## src/rtl/antares_hilo_unit.sv

```systemverilog
// HI/LO owner for the EX stage: multi-cycle multiply, restoring divide, MTHI/MTLO.
// Define ANTARES_HILO_ACC_EN to enable MADD/MADDU/MSUB/MSUBU (otherwise opcodes 4-7 are illegal).
module antares_hilo_unit #(
    parameter int WIDTH        = 32,
    parameter int MULT_LATENCY = 3
) (
    input  logic             clk,
    input  logic             rst,
    input  logic             op_valid,
    input  logic [3:0]       op_code,
    input  logic [WIDTH-1:0] op_a,
    input  logic [WIDTH-1:0] op_b,
    input  logic             flush,
    output logic             op_ready,
    output logic             done,
    output logic             div_by_zero,
    output logic [WIDTH-1:0] hi,
    output logic [WIDTH-1:0] lo
);
    localparam int DW      = 2 * WIDTH;
    localparam int CNT_MAX = (WIDTH > MULT_LATENCY) ? WIDTH : MULT_LATENCY;
    localparam int CW      = $clog2(CNT_MAX + 1);
    localparam logic [CW-1:0] MUL_LAST = CW'(MULT_LATENCY - 1);
    localparam logic [CW-1:0] DIV_LAST = CW'(WIDTH - 1);

    typedef enum logic [2:0] {S_IDLE, S_MUL, S_DIV, S_FIX, S_WRITE} state_t;

    state_t           state_q, state_d;
    logic [CW-1:0]    cnt_q, cnt_d;
    logic [WIDTH-1:0] a_q, a_d;      // multiplicand, or dividend magnitude / quotient shift register
    logic [WIDTH-1:0] b_q, b_d;      // multiplier, or divisor magnitude
    logic [WIDTH-1:0] rem_q, rem_d;
    logic [WIDTH-1:0] hi_q, hi_d;
    logic [WIDTH-1:0] lo_q, lo_d;
    logic             done_q, done_d;
    logic             dbz_q, dbz_d;
    logic             mul_signed_q, mul_signed_d;
    logic             neg_rem_q, neg_rem_d;
    logic             neg_quo_q, neg_quo_d;

    logic             accept;
    logic             is_mul_code;
    logic             div_neg_a, div_neg_b;
    logic [WIDTH:0]   div_shift;
    logic             div_ge;
    logic [DW-1:0]    mul_a_ext, mul_b_ext;
    logic [DW-1:0]    product;
    logic [DW-1:0]    mul_res;

    assign accept    = op_valid & (state_q == S_IDLE) & ~flush;
    assign div_neg_a = ~op_code[0] & op_a[WIDTH-1];
    assign div_neg_b = ~op_code[0] & op_b[WIDTH-1];
    assign div_shift = {rem_q, a_q[WIDTH-1]};
    assign div_ge    = div_shift >= {1'b0, b_q};

    // Sign-extending to 2*WIDTH lets one unsigned multiplier serve both signednesses.
    assign mul_a_ext = {{WIDTH{mul_signed_q & a_q[WIDTH-1]}}, a_q};
    assign mul_b_ext = {{WIDTH{mul_signed_q & b_q[WIDTH-1]}}, b_q};
    assign product   = mul_a_ext * mul_b_ext;

`ifdef ANTARES_HILO_ACC_EN
    logic [1:0] acc_q, acc_d;   // bit 0: accumulate, bit 1: subtract

    always_comb begin
        acc_d = acc_q;
        if (accept) begin
            acc_d = (op_code[3:2] == 2'b01) ? {op_code[1], ~op_code[1]} : 2'b00;
        end
    end

    always_ff @(posedge clk) begin
        if (rst) acc_q <= 2'b00;
        else     acc_q <= acc_d;
    end

    always_comb begin
        mul_res = product;
        if (acc_q[0])      mul_res = {hi_q, lo_q} + product;
        else if (acc_q[1]) mul_res = {hi_q, lo_q} - product;
    end

    assign is_mul_code = (op_code[3:1] == 3'b000) || (op_code[3:2] == 2'b01);
`else
    assign mul_res     = product;
    assign is_mul_code = (op_code[3:1] == 3'b000);
`endif

    always_comb begin
        state_d      = state_q;
        cnt_d        = cnt_q;
        a_d          = a_q;
        b_d          = b_q;
        rem_d        = rem_q;
        hi_d         = hi_q;
        lo_d         = lo_q;
        done_d       = 1'b0;
        dbz_d        = 1'b0;
        mul_signed_d = mul_signed_q;
        neg_rem_d    = neg_rem_q;
        neg_quo_d    = neg_quo_q;

        case (state_q)
            S_IDLE: begin
                if (accept) begin
                    cnt_d   = '0;
                    state_d = S_WRITE;
                    done_d  = 1'b1;
                    if (is_mul_code) begin
                        state_d      = S_MUL;
                        done_d       = 1'b0;
                        a_d          = op_a;
                        b_d          = op_b;
                        mul_signed_d = ~op_code[0];
                    end else if (op_code[3:1] == 3'b001) begin
                        if (op_b == '0) begin
                            dbz_d = 1'b1;
                        end else begin
                            state_d   = S_DIV;
                            done_d    = 1'b0;
                            a_d       = div_neg_a ? -op_a : op_a;
                            b_d       = div_neg_b ? -op_b : op_b;
                            rem_d     = '0;
                            neg_rem_d = div_neg_a;
                            neg_quo_d = div_neg_a ^ div_neg_b;
                        end
                    end else if (op_code == 4'd8) begin
                        hi_d = op_a;
                    end else if (op_code == 4'd9) begin
                        lo_d = op_a;
                    end
                end
            end
            S_MUL: begin
                if (flush) begin
                    state_d = S_IDLE;
                end else if (cnt_q == MUL_LAST) begin
                    {hi_d, lo_d} = mul_res;
                    state_d      = S_WRITE;
                    done_d       = 1'b1;
                end else begin
                    cnt_d = cnt_q + 1'b1;
                end
            end
            S_DIV: begin
                if (flush) begin
                    state_d = S_IDLE;
                end else begin
                    // Remainder stays below the divisor, so the difference always fits WIDTH bits.
                    rem_d = div_ge ? (div_shift[WIDTH-1:0] - b_q) : div_shift[WIDTH-1:0];
                    a_d   = {a_q[WIDTH-2:0], div_ge};
                    if (cnt_q == DIV_LAST) state_d = S_FIX;
                    else                   cnt_d   = cnt_q + 1'b1;
                end
            end
            S_FIX: begin
                if (flush) begin
                    state_d = S_IDLE;
                end else begin
                    hi_d    = neg_rem_q ? -rem_q : rem_q;
                    lo_d    = neg_quo_q ? -a_q : a_q;
                    state_d = S_WRITE;
                    done_d  = 1'b1;
                end
            end
            S_WRITE: state_d = S_IDLE;
            default: state_d = S_IDLE;
        endcase
    end

    always_ff @(posedge clk) begin
        if (rst) begin
            state_q      <= S_IDLE;
            cnt_q        <= '0;
            a_q          <= '0;
            b_q          <= '0;
            rem_q        <= '0;
            hi_q         <= '0;
            lo_q         <= '0;
            done_q       <= 1'b0;
            dbz_q        <= 1'b0;
            mul_signed_q <= 1'b0;
            neg_rem_q    <= 1'b0;
            neg_quo_q    <= 1'b0;
        end else begin
            state_q      <= state_d;
            cnt_q        <= cnt_d;
            a_q          <= a_d;
            b_q          <= b_d;
            rem_q        <= rem_d;
            hi_q         <= hi_d;
            lo_q         <= lo_d;
            done_q       <= done_d;
            dbz_q        <= dbz_d;
            mul_signed_q <= mul_signed_d;
            neg_rem_q    <= neg_rem_d;
            neg_quo_q    <= neg_quo_d;
        end
    end

    assign op_ready    = (state_q == S_IDLE);
    assign done        = done_q;
    assign div_by_zero = dbz_q;
    assign hi          = hi_q;
    assign lo          = lo_q;
endmodule

```

## config.mk

```make
export PLATFORM = sky130hd
export DESIGN_NAME = antares_hilo_unit
export DESIGN_NICKNAME = d
export VERILOG_FILES = /design/src/rtl/antares_hilo_unit.sv
export SDC_FILE = /design/constraint.sdc
export NUM_CORES = 2
export LEC_CHECK = 0
export CAP_MARGIN = 10
export CELL_PAD_IN_SITES_DETAIL_PLACEMENT = 0
export CELL_PAD_IN_SITES_GLOBAL_PLACEMENT = 1
export CORE_ASPECT_RATIO = 2
export CORE_UTILIZATION = 46
export DETAILED_ROUTE_END_ITERATION = 7
export PLACE_DENSITY = 0.9
export RECOVER_POWER = 100
export SYNTH_ARGS = -nofsm -noshare
export SYNTH_HDL_FRONTEND = slang
export SYNTH_SLANG_ARGS = --single-unit
```

## constraint.sdc

```tcl
create_clock -name clk -period 8.3 [get_ports clk]
set_input_delay 1.66 -clock clk [delete_from_list [all_inputs] [get_ports clk]]
set_output_delay 1.66 -clock clk [all_outputs]
set_load 0.05 [all_outputs]
```

==> results by group <==
Yosys
  • Post-Synthesis Cells: 5811
  • Dominant cells by area after synthesis: fa_1, inv_1, dfxtp_1
  • Syn_nets: between 7000 and 8000
  • Ys Warns: 0
  • Cell Area, Synth: between 40000 and 50000 µm²
  • Yosys top cell area share: between 40% and 50%
  • Area leader, netlist: fa_1
  • Commonest cells in the netlist: inv_1, fa_1, nand2_1, nor2_1, clkbuf_1
  • Distinct cell type count after synthesis: 71
  • Count leader, synth: inv_1
  • Post-synth top flop: dfxtp_1
  • Synthesis-stage register bit count: around 170
  • Post-synth EDFFs: 0
  • Average size of a mapped cell: about 8.5 µm²
  • Ys async rst share: 0%
  • Register area share after synthesis: ~7%

Worst setup path
  • Worst EP arrival: around 8.4 ns
  • CP Launch Type: flop
  • Critical Path Sink Type: flop
  • Critical path type: flop to flop
  • CP Max Fanout: 20
  • Required @ worst endpoint: 8.64 ns

STA
  • Post-route minimum period: around 8.0 ns
  • Final Hold Vio Count: 0
  • Fmax: 124 MHz
  • Max-slew headroom: -129%
  • Slew @ Worst Pin: approximately 3.4 ns
  • # setup viols final: 0
  • Setup TNS: 0 ns
  • Unrepaired setup endpoints after global routing: true
  • Clk_skew: about 0.025 ns
  • Final slew viol count: 190
  • Hold slack final: roughly 0.45 ns
  • Ratio of final minimum period to clock period: a little over nine tenths

Floorplanning
  • Die area: around 110000 µm²
  • Ports: 139
  • Placeable Area: approximately 110000 µm²
  • Cell row count: between 150 and 200
  • Die X-Extent: 234 µm
  • Initial core utilization: 46.3%
  • Die Height: about 470 µm

CTS
  • Clock sinks: about 170
  • Worst-path clk slew: roughly 0.10 ns
  • Clk buf depth: 2
  • Worst-skew pair later-pin latency: between 0.5 and 0.6 ns
  • Number of buffers created by CTS: 17
  • H-Tree Depth: 4
  • CTS tree: yes
  • CTS Hold Bufs: 0
  • Clock root buffer: clkbuf_16

Layout
  • Fillers: ~10000
  • Non-Filler Instances: ~7300
  • P&R area growth vs syn: 9.64%
  • Layout cells sized above 1: under 10%
  • Post-route cell area: roughly 54000 µm²
  • Layout Nets: about 7300

Placement
  • Placed Cells: 7220
  • Placer's final routability congestion estimate: roughly 1.0
  • Final HPWL DP: around 150000 µm
  • Post-DP Area: roughly 54000 µm²
  • IO Port Bufs: approximately 140

Drt
  • Via count: 41300
  • WL/cell: 24.0 µm
  • # DRC: 2
  • Final WL: ~170000 µm
  • Final ANT Viol Nets: 0
  • Drt pass-1 iters: 8
  • Drt initial violations: just under 3000
  • Routed vias/inst: roughly 5.7

Min path
  • Class of the worst hold path: flop to flop

Pwr
  • Leakage: about 26 nW
  • Total power draw: ~2.7 mW
  • PD cells: approximately 50 nW/µm²
  • Max IR drop VDD: a little under 0.2 mV

GRT
  • Total grt overflow: 0
  • Initial antenna violation count: 11
  • Largest net degree at the start of global routing: 67
  • First-pass GRT wire length: roughly 270000 µm
  • Vias in the first global route: approximately 45000
  • Gr usage total: 33.2%

Status
  • Failing checks: design-rule violations, max-capacitance violations, max-slew violations
  • Status: complete, but fails checks

Run
  • Maxcap violations: 4
-- routing by layer --
metal / track usage, % / wire length, µm
met5: 0 / 60
met4: 24.5 / 15400
met3: 5.17 / 11600
met2: 59.1 / 90700
met1: 35.0 / 56500
-- final timing paths --
path,start,end,slack (ns),depth (start not counted)
hold / removal,lo[28]$_SDFFE_PP0P_,lo[28]$_SDFFE_PP0P_,0.45,2
hold reg to reg,lo[28]$_SDFFE_PP0P_,lo[28]$_SDFFE_PP0P_,0.45,2
setup reg to reg,a_q[28]$_SDFFE_PP0P_,hi[31]$_SDFFE_PP0P_,0.26,27
setup / recovery,a_q[28]$_SDFFE_PP0P_,hi[31]$_SDFFE_PP0P_,0.26,27
-- cell families after synthesis --
| group | after synthesis | share of synthesized area (%) |
|---|---|---|
| and+or+nand+nor | 1789 | 16.4 |
| buffers and inverters | 1549 | 11.8 |
| adders and majority gates | 1377 | 51.8 |
| AOI/OAI and AO/OA | 699 | 9.05 |
| xor gates and xnor gates | 208 | 3.68 |
| DFF | 174 | 7.03 |
| muxes | 15 | 0.303 |
-- power by group --
part,total [mW],switching [mW],internal [mW]
registers,0.885,0.0318,0.854
logic,0.915,0.616,0.299
clock network,0.904,0.491,0.413
total,2.70,1.14,1.57
-- registers in the layout (all words and copies together) (netlist names) --
name,flops
neg_quo_q,1
div_by_zero,1
hi,32
cnt_q,6
b_q,32
state_q,3
lo,32
done,1
mul_signed_q,1
rem_q,32
neg_rem_q,1
a_q,32
-- stage by stage --
| stage | util (%) | setup WS, ns |
|---|---|---|
| 4_1_cts | 50.6 | 0.0276 |
| 6_report | 50.8 | 0.256 |
| 3_3_place_gp | 50.0 | -0.466 |
| 5_1_grt | 50.8 | -0.0533 |
| 3_5_place_dp | 50.0 | -0.523 |
| 2_1_floorplan | - | 0.493 |
-- area by class of cell --
type                            instances  area (µm²)  share of cell area (%)
Tap cell                             1376        1720                    3.17
Inverter                             1184        4450                    8.19
Timing Repair Buffer                  404        3660                    6.73
Multi-Input combinational cell       4088       40400                    74.3
Sequential cell                       174        3510                    6.46
Antenna cell                            6        15.0                  0.0276
Clock buffer                           17         425                   0.783
Clock inverter                         15         194                   0.357
-- cells in the final DEF, fill, tap and decap left out, types with 92 or more instances in the layout --
master	count
and2_1	302
a211oi_1	92
nand2_1	866
buf_4	226
ha_1	248
a21oi_1	209
fa_1	1121
o21ai_0	141
nor2_1	340
dfxtp_1	156
xnor2_1	118
inv_1	1179
-- worst max-delay path, cell delays in order, from the launching register on --
cell and delay (ns):
dfxtp_1 0.57, buf_4 0.28, buf_4 0.30, nand2_1 0.12, fa_1 0.48, fa_1 0.49, inv_1 0.06, fa_1 0.56
fa_1 0.46, fa_1 0.65, fa_1 0.50, fa_1 0.51, inv_1 0.05, fa_1 0.48, inv_1 0.04, ha_1 0.36
a21oi_1 0.17, nand2_1 0.11, o32ai_2 0.34, o211ai_1 0.18, a21oi_1 0.24, nand2_2 0.11, a31oi_1 0.19, buf_4 0.15
o211ai_1 0.10, xnor2_1 0.14, a21oi_1 0.16, nor3_1 0.06
-- timing repair --
item / CTS / global route
pin swaps: 1 / 7
setup buffers: 0 / 5
gates resized for setup: 7 / 50
endpoints found under the setup margin: 11 / 24
(Power assumes the default switching activity.)
